## src/rtl/ula_pkg.sv

```systemverilog
// ---------------------------------------------------------------------------
// ula_pkg
// Shared types for the ula operation sequencer:
//   ula_op_t     - ULAControl encodings understood by the external ula
//   seq_state_t  - sequencer FSM states
//   is_legal_op  - true for the ops the ula actually implements
// ---------------------------------------------------------------------------
package ula_pkg;

    typedef enum logic [2:0] {
        ULA_ADD = 3'b000,
        ULA_SUB = 3'b001,
        ULA_AND = 3'b010,
        ULA_OR  = 3'b011,
        ULA_SLT = 3'b101
    } ula_op_t;

    typedef enum logic [1:0] {
        IDLE = 2'd0,
        EXEC = 2'd1,
        RESP = 2'd2
    } seq_state_t;

    function automatic logic is_legal_op(ula_op_t op);
        case (op)
            ULA_ADD, ULA_SUB, ULA_AND, ULA_OR, ULA_SLT: return 1'b1;
            default:                                     return 1'b0;
        endcase
    endfunction

endpackage

```

## src/rtl/ula_seq_regfile.sv

```systemverilog
// ---------------------------------------------------------------------------
// ula_seq_regfile
// NREGS x DATA_W register file for the ula sequencer.
//   clk, reset_n        clock / async active-low clear (all entries -> 0)
//   rd1_addr/rd1_data   async read port A (feeds scrA)
//   rd2_addr/rd2_data   async read port B (feeds scrB)
//   wb_en/addr/data     result writeback port
//   pl_en/addr/data     host preload port
// Register 0 always reads 0 and ignores writes. The sequencer only enables
// writeback in EXEC and preload in IDLE, so the two write ports never
// collide.
// ---------------------------------------------------------------------------
module ula_seq_regfile #(
    parameter int DATA_W = 8,
    parameter int NREGS  = 8,
    localparam int ADDR_W = $clog2(NREGS)
) (
    input  logic              clk,
    input  logic              reset_n,
    input  logic [ADDR_W-1:0] rd1_addr,
    output logic [DATA_W-1:0] rd1_data,
    input  logic [ADDR_W-1:0] rd2_addr,
    output logic [DATA_W-1:0] rd2_data,
    input  logic              wb_en,
    input  logic [ADDR_W-1:0] wb_addr,
    input  logic [DATA_W-1:0] wb_data,
    input  logic              pl_en,
    input  logic [ADDR_W-1:0] pl_addr,
    input  logic [DATA_W-1:0] pl_data
);

    logic [NREGS-1:0][DATA_W-1:0] rf;

    always_ff @(posedge clk or negedge reset_n) begin
        if (!reset_n) begin
            rf <= '0;
        end else begin
            if (wb_en && (wb_addr != '0)) rf[wb_addr] <= wb_data;
            if (pl_en && (pl_addr != '0)) rf[pl_addr] <= pl_data;
        end
    end

    assign rd1_data = (rd1_addr == '0) ? '0 : rf[rd1_addr];
    assign rd2_data = (rd2_addr == '0) ? '0 : rf[rd2_addr];

endmodule

```

## src/rtl/ula_op_sequencer.sv

```systemverilog
// ---------------------------------------------------------------------------
// ula_op_sequencer
// Initiator side of the ula interface. Accepts (op, rd, rs1, rs2) over
// valid/ready, reads operands from the internal register file, drives
// ULAControl/scrA/scrB to an external combinational ula, captures
// ULAResult/Z one cycle later, writes the result to rd and returns it on a
// valid/ready response channel.
//   clk, reset_n                 clock / async active-low reset
//   req_valid/req_ready          request handshake (ready only in IDLE)
//   req_op/req_rd/req_rs1/rs2    operation and register addresses
//   wr_en/wr_addr/wr_data        host preload, honoured only in IDLE
//   ULAControl/scrA/scrB         registered drive into the ula
//   ULAResult/Z                  ula outputs
//   rsp_valid/rsp_ready          response handshake
//   rsp_result/rsp_zero/rsp_err  captured result, zero flag, illegal-op flag
// Build option: define ULA_SEQ_OPCHECK_EN to reject ops the ula does not
// implement (rsp_err=1, no ula drive, no writeback). Without it every
// 3-bit op is forwarded and rsp_err is tied 0.
// ---------------------------------------------------------------------------
module ula_op_sequencer
    import ula_pkg::*;
#(
    parameter int DATA_W = 8,
    parameter int NREGS  = 8,
    localparam int ADDR_W = $clog2(NREGS)
) (
    input  logic              clk,
    input  logic              reset_n,
    input  logic              req_valid,
    output logic              req_ready,
    input  logic [2:0]        req_op,
    input  logic [ADDR_W-1:0] req_rd,
    input  logic [ADDR_W-1:0] req_rs1,
    input  logic [ADDR_W-1:0] req_rs2,
    input  logic              wr_en,
    input  logic [ADDR_W-1:0] wr_addr,
    input  logic [DATA_W-1:0] wr_data,
    output logic [2:0]        ULAControl,
    output logic [DATA_W-1:0] scrA,
    output logic [DATA_W-1:0] scrB,
    input  logic [DATA_W-1:0] ULAResult,
    input  logic              Z,
    output logic              rsp_valid,
    input  logic              rsp_ready,
    output logic [DATA_W-1:0] rsp_result,
    output logic              rsp_zero,
    output logic              rsp_err
);

    seq_state_t        state;
    logic [ADDR_W-1:0] rd_q;
    logic [DATA_W-1:0] rd1_data;
    logic [DATA_W-1:0] rd2_data;
    logic              wb_en;
    logic              pl_en;
    logic              op_bad;

    // Operand reads are asynchronous, so a preload in the same IDLE cycle
    // as an accept is not yet visible: operands come from pre-write data.
    assign pl_en = wr_en && (state == IDLE);
    assign wb_en = (state == EXEC) && !op_bad;

    ula_seq_regfile #(
        .DATA_W (DATA_W),
        .NREGS  (NREGS)
    ) u_regfile (
        .clk      (clk),
        .reset_n  (reset_n),
        .rd1_addr (req_rs1),
        .rd1_data (rd1_data),
        .rd2_addr (req_rs2),
        .rd2_data (rd2_data),
        .wb_en    (wb_en),
        .wb_addr  (rd_q),
        .wb_data  (ULAResult),
        .pl_en    (pl_en),
        .pl_addr  (wr_addr),
        .pl_data  (wr_data)
    );

`ifdef ULA_SEQ_OPCHECK_EN
    logic op_bad_q;
    assign op_bad = op_bad_q;
`else
    assign op_bad  = 1'b0;
    assign rsp_err = 1'b0;
`endif

    always_ff @(posedge clk or negedge reset_n) begin
        if (!reset_n) begin
            state      <= IDLE;
            req_ready  <= 1'b1;
            rd_q       <= '0;
            ULAControl <= '0;
            scrA       <= '0;
            scrB       <= '0;
            rsp_valid  <= 1'b0;
            rsp_result <= '0;
            rsp_zero   <= 1'b0;
`ifdef ULA_SEQ_OPCHECK_EN
            op_bad_q   <= 1'b0;
            rsp_err    <= 1'b0;
`endif
        end else begin
            case (state)
                IDLE: begin
                    if (req_valid) begin
                        rd_q      <= req_rd;
                        req_ready <= 1'b0;
                        state     <= EXEC;
`ifdef ULA_SEQ_OPCHECK_EN
                        // Illegal ops leave the ula drive untouched but still
                        // pass through EXEC so latency matches legal ops.
                        if (is_legal_op(ula_op_t'(req_op))) begin
                            ULAControl <= req_op;
                            scrA       <= rd1_data;
                            scrB       <= rd2_data;
                            op_bad_q   <= 1'b0;
                        end else begin
                            op_bad_q   <= 1'b1;
                        end
`else
                        ULAControl <= req_op;
                        scrA       <= rd1_data;
                        scrB       <= rd2_data;
`endif
                    end
                end
                EXEC: begin
                    rsp_valid <= 1'b1;
                    state     <= RESP;
`ifdef ULA_SEQ_OPCHECK_EN
                    if (op_bad_q) begin
                        rsp_result <= '0;
                        rsp_zero   <= 1'b0;
                        rsp_err    <= 1'b1;
                    end else begin
                        rsp_result <= ULAResult;
                        rsp_zero   <= Z;
                        rsp_err    <= 1'b0;
                    end
`else
                    rsp_result <= ULAResult;
                    rsp_zero   <= Z;
`endif
                end
                RESP: begin
                    // No same-cycle re-accept: the next request is taken from IDLE.
                    if (rsp_ready) begin
                        rsp_valid <= 1'b0;
                        req_ready <= 1'b1;
                        state     <= IDLE;
                    end
                end
                default: begin
                    state     <= IDLE;
                    req_ready <= 1'b1;
                    rsp_valid <= 1'b0;
                end
            endcase
        end
    end

endmodule

```

## config.mk

```make
export PLATFORM = sky130hd
export DESIGN_NAME = ula_op_sequencer
export DESIGN_NICKNAME = d
export VERILOG_FILES = /design/src/rtl/ula_pkg.sv /design/src/rtl/ula_seq_regfile.sv /design/src/rtl/ula_op_sequencer.sv
export SDC_FILE = /design/constraint.sdc
export NUM_CORES = 1
export LEC_CHECK = 0
export BUFFER_PORTS_ARGS = -buffer_cell sky130_fd_sc_hd__buf_4
export CAP_MARGIN = 20
export CORE_ASPECT_RATIO = 1.25
export CORE_UTILIZATION = 41
export CTS_CLUSTER_DIAMETER = 200
export DETAILED_ROUTE_END_ITERATION = 8
export SYNTH_ARGS = -nofsm -noshare
export SYNTH_HDL_FRONTEND = slang
export SYNTH_SLANG_ARGS = --single-unit
```

## constraint.sdc

```tcl
create_clock -name clk -period 3.6 [get_ports clk]
set_input_delay 0.54 -clock clk [delete_from_list [all_inputs] [get_ports clk]]
set_output_delay 0.54 -clock clk [all_outputs]
set_load 0.005 [all_outputs]
```

Word level (Yosys, flattened, before mapping):

Cells that the tools add are included.

* register bits: 99
* input bits: 37
* output and inout bits: 31

* order comparisons: 6
* equal/unequal tests: 4
* mux-type cells: 22
* bitwise logic cells: 2
* reductions and logical operators: 14

Operators with widths (number)
* 64-bit bitwise mux: 2
* 64-bit two-way mux: 2
* 8-bit binary-select mux with 3-bit select: 2
* 8-bit demux with 3-bit select: 2
* 8-bit two-way mux: 6
* 3-bit by 4-bit less-than comparator with 1-bit output (second input constant): 4
* 3-bit by 1-bit greater-or-equal comparator with 1-bit output (second input constant): 2
* 3-bit logical NOT: 2
* 1-bit one-hot mux with 3 select lines: 2
* 2-bit one-hot mux with 3 select lines: 1
* 2-bit AND reduction: 3
* 3-bit nonzero test: 2
* 1-bit logical AND: 5
* 2-bit two-way mux: 2
* 2-bit inequality test (second input constant): 2
* 1-bit two-way mux: 3
* 3-bit AND reduction: 1
* 2-bit by 1-bit equality test with 1-bit output (second input constant): 1
* 2-bit equality test (second input constant): 1
* 2-bit logical NOT: 1
* 1-bit inverter: 2

Longest topological paths before layout:

* word-level depth: 8
* gate-level depth with buffers: 6
* depth with buffers taken out: 5

Cells and area by module:

Synthesis repeated with hierarchy kept, for this count alone.

* cells, all modules: 433
* area total of the unflattened synthesis: 4987.3 µm²

By module, submodules not included
* ula_seq_regfile: times used 1, cells an instance 348, area each 3628.5 µm², seq. area each 1401.3 µm²
* ula_op_sequencer: times used 1, cells an instance 85, area each 1358.8 µm², seq. area each 877.1 µm²

Worst setup path after synthesis:

OpenSTA, ideal clock, no wires.

* path type: input -> register
* start: input wr_addr[1]
* end: register u_regfile.rf[14] (netlist bit)
* setup time: 0.127 ns
* arrival time: 1.472 ns
* required time: 3.473 ns
* slack: 2.001 ns
* cell stages on the path: 4
* buffers on the path: 1
* cell sequence: or3_1 > nor3_2 > buf_4 > o21ai_0

* longest elaborated chain between the ends: 6
* elaborated cells between the ends (all ways): 9
* classes of those cells: order compare (2); mux (4); reduce/logical (3)

Ends and longest elaborated chain
* start: declaration: line ula_op_sequencer.sv:36 `input logic [ADDR_W-1:0] wr_addr,`
* 3-bit by 4-bit less-than comparator with 1-bit output (implied by the code) or 3-bit by 1-bit greater-or-equal comparator with 1-bit output (tied branches): line ula_seq_regfile.sv:39 `if (pl_en && (pl_addr != '0)) rf[pl_addr] <= pl_data;`
* 1-bit logical AND (implied by the code): line ula_seq_regfile.sv:39
* 8-bit two-way mux (implied by the code): line ula_seq_regfile.sv:39
* 8-bit demux with 3-bit select
* 64-bit bitwise mux: line ula_seq_regfile.sv:39
* 64-bit two-way mux (*): line ula_seq_regfile.sv:39
* end signal: indexed assignment: line ula_seq_regfile.sv:38 `if (wb_en && (wb_addr != '0)) rf[wb_addr] <= wb_data;`
* end signal: indexed assignment: line ula_seq_regfile.sv:39
* end: declaration: line ula_seq_regfile.sv:32 `logic [NREGS-1:0][DATA_W-1:0] rf;`

Mark *: on every way between the ends. The rest lies on a longest branch, timed or not.
A chain may end at the register's enable or synchronous reset.

Final worst setup path:

* start: register state[0]
* end: register scrB[0]

* longest elaborated chain between the ends: 2

Ends and longest elaborated chain
* start: declaration: line ula_op_sequencer.sv:50 `seq_state_t state;`
* start signal: assignment: line ula_op_sequencer.sv:91 `state <= IDLE;`
* start signal: assignment: line ula_op_sequencer.sv:110 `state <= EXEC;`
* start signal: assignment: line ula_op_sequencer.sv:131 `state <= RESP;`
* 2-bit logical NOT: line ula_op_sequencer.sv:105 `case (state)`
* 2-bit AND reduction (no source line)
* end signal: assignment: line ula_op_sequencer.sv:125 `scrB <= rd2_data;`
* end: declaration: line ula_op_sequencer.sv:40 `output logic [DATA_W-1:0] scrB,`

Every way passes these cells.

==> impl_results.md <==
* Reg clk slew, reported paths at 0.06 ns
* Tmin final at 2.43 ns
* Leakage power at 2.66 nW
* Critical-path cell list: nor2_1, nand2_1, inv_1, o221ai_1, o22a_1
* CTS max path bufs at 2
* Row count at 44
* EDFF count, synth at 0
* Data arrival, critical path at 2.66 ns
* Num CTS Buffers at 9
* Layout area overhead at 19.8%
* Average cell area after synthesis at 10.4 sq um
* Family with the most delay on the worst path: buffers and inverters
* Fin Hold WS at 0.175 ns
* Clock Sinks at 91
* Ys async rst share at 1.00
* Largest net degree at the start of global routing at 41
* Final ANT Viol Nets at 0
* CTS Hold Buffers Added at 0
* DRT iter0 DRCs at 324
* Slew Viols, Final at 0
* DRC violations left at 0
* Status: finished clean
* Die X-Extent at 99.9 um
* Die height at 124 um
* Power per cell area at 785 nW/um^2
* Die area at 12400 sq um
* Final hold vios at 0
* Root Driver: clkbuf_16
* Netlist cell types at 37
* Metal1 wirelength at 5940 um
* Routed WL at 13500 um
* Slowest CP cell: inv_1
* Vias in the first global route at 3887
* Setup ws final at 1.17 ns
* CP Max Fanout at 20
* Top Ports at 68
* Ys flop type: dfrtp_1
* Share of power burned in registers at 0.422
* RSZ-0062 raised after global routing: no
* # diodes at 0
* Combinational power share at 0.339
* CTS tree: yes
* Met2 Routed Length at 6740 um
* Sw power at 1.53 mW
* Seq. cell area at 2280 sq um
* Initial Util at 0.423
* Hold crit path type: input pin to asynchronous set/reset pin
* Yosys synthesis warning count at 0
* Final Core Density at 0.506
* WL met3 at 643 um
* First-pass GRT wire length at 21400 um
* Int Pwr at 3.09 mW
* Routability Congestion at 0.806
* Cell area after synthesis at 4910 sq um
* Share of the synthesized area in the top cell type at 0.459
* Post-DR vias/cell at 5.51
* Share of layout cells above drive strength 1 at 0.254
* PostCTS Resize Cnt at 0
* Sequential fraction of the synthesis area at 0.464
* H-tree depth at 3
* Largest area contributor in the netlist: dfrtp_1
* Final period utilization at 0.676
* HPWL Detailed at 9400 um
* Routed len/inst at 19.5 um
* Synth top area cells: dfrtp_1 46%, mux2i_1 17%, mux2_2 7.1%
* Final Setup Violations at 0
* Footprint of the multi-input gates at 2490 sq um
* Remaining Overflow, GRT at 0
* Critical Path RT at 3.82 ns
* Sw Share at 0.331
* Rel. slew slack at 0.386
* GR Util All Layers at 0.230
* PortBufs at 66
* Post-Syn Instances at 470
* Bufs and invs on worst path at 1
* First-pass DRT Iterations at 7
* FMAX at 411 MHz
* Synth Register Bits at 91
* Critical path launch point type: flop
* Pre-CTS setup slack at 1.19 ns
* Clock power frac at 0.238
* Max-Cap Viols at 0
* Worst-Skew Late Latency at 0.34 ns
* Post-CTS Setup Repair Bufs at 0
* VDD IR max at 0.330 mV
* Crit end category: flop
* Final Skew at 0.00609 ns
* Vias at 3820
* Fin nets at 564
* Fill cell count at 1083
* Worst-Margin Slew at 0.917 ns
* Initial antenna violation count at 0
* Post-Syn Nets at 507
* Setup TNS at 0 ns
* Uppermost layer routed: met4
* CP Class: flop to flop
* Core Region at 11600 sq um
* Critical path's largest stage delay at 0.65 ns
## kinds of logic (layout without fill, tap and decap cells)
kind of cell | count (synthesis) | after routing | share of synthesized area
compound gates | 103 | 103 | 0.132
buf+inv | 29 | 91 | 0.0298
flops | 91 | 91 | 0.464
mux | 115 | 115 | 0.247
other cells | 1 | 1 | 0.000764
simple gates | 131 | 131 | 0.126
## metrics by stage
stage | total power, mW | cell area (sq um) | cells
after detailed placement | 3.53 | 5530 | 677
final | 4.62 | 5880 | 693
after global placement | 3.45 | 5530 | 677
after global routing | 4.93 | 5880 | 693
after CTS | 4.65 | 5880 | 693
after floorplan | 2.88 | 4910 | 470
## path summary, 6_finish.rpt
kind,start,endpoint,slack (ns),cells past startpoint
max,state[0],scrB[0],1.17,5
min,reset_n,rsp_zero,0.17,1
max reg2reg,state[0],scrB[0],1.17,5
min reg2reg,ULAControl[1],ULAControl[1],0.48,2
max in group asynchronous,reset_n,scrB[2],2.66,2
min in group clk,req_op[1],ULAControl[1],0.38,3
## cell type report
cell class | instances | share of cell area
Clock inverter | 6 | 0.0189
Sequential cell | 91 | 0.388
Inverter | 2 | 0.00128
Timing Repair Buffer | 73 | 0.0932
Multi-Input combinational cell | 350 | 0.424
Tap cell | 161 | 0.0343
Clock buffer | 10 | 0.0406
## cells in the mapped netlist, types with 2 or more instances
master     n
dfrtp_1   90
mux2i_1   82
nand2_1   79
o21ai_0   37
mux2_2    31
nor2_1    24
buf_2     12
o21ai_1   12
a21oi_1   11
a22oi_1   10
o221ai_1  10
o22a_1    10
clkbuf_1   9
buf_4      6
a221oi_1   4
nand2b_1   4
o22ai_1    4
o31ai_1    4
nor2_2     3
nor2b_1    3
nor3b_1    3
inv_1      2
mux4_2     2
nand3_1    2
nand3_2    2
nand3b_1   2
nor4_2     2
## power by group through the flow
stage | clock (mW) | sequential [mW] | combinational, mW
4_1_cts | 1.13 | 1.95 | 1.58
3_5_place_dp | 0 | 1.96 | 1.57
5_1_grt | 1.17 | 2.02 | 1.74
3_3_place_gp | 0 | 1.93 | 1.52
2_1_floorplan | 0 | 1.84 | 1.05
6_report | 1.10 | 1.95 | 1.57
## routing by layer
metal | up-vias | global-route usage
met4 | 0 | 0.0701
li1 | 1818 | -
met2 | 104 | 0.376
met5 | - | 0
met3 | 14 | 0.0404
met1 | 1884 | 0.309
## flip-flops by register name (all words and copies together), names as in the netlist
| register | count |
|---|---|
| ULAControl | 3 |
| state | 2 |
| u_regfile.rf | 56 |
| rsp_zero | 1 |
| rd_q | 3 |
| scrB | 8 |
| rsp_valid | 1 |
| scrA | 8 |
| req_ready | 1 |
| rsp_result | 8 |
## layout by cell type (no fill, tap or decap), drive strengths merged, types with 4 or more instances in the layout
cell type,count
o21ai,49
o31ai,4
a22oi,10
o22a,10
mux2i,82
dfrtp,90
a221oi,4
nand3,4
buf,73
o22ai,4
o221ai,10
clkbuf,10
nor2,27
a21oi,11
nand2,80
mux2,31
nand2b,4
(Power assumes the default switching activity.)
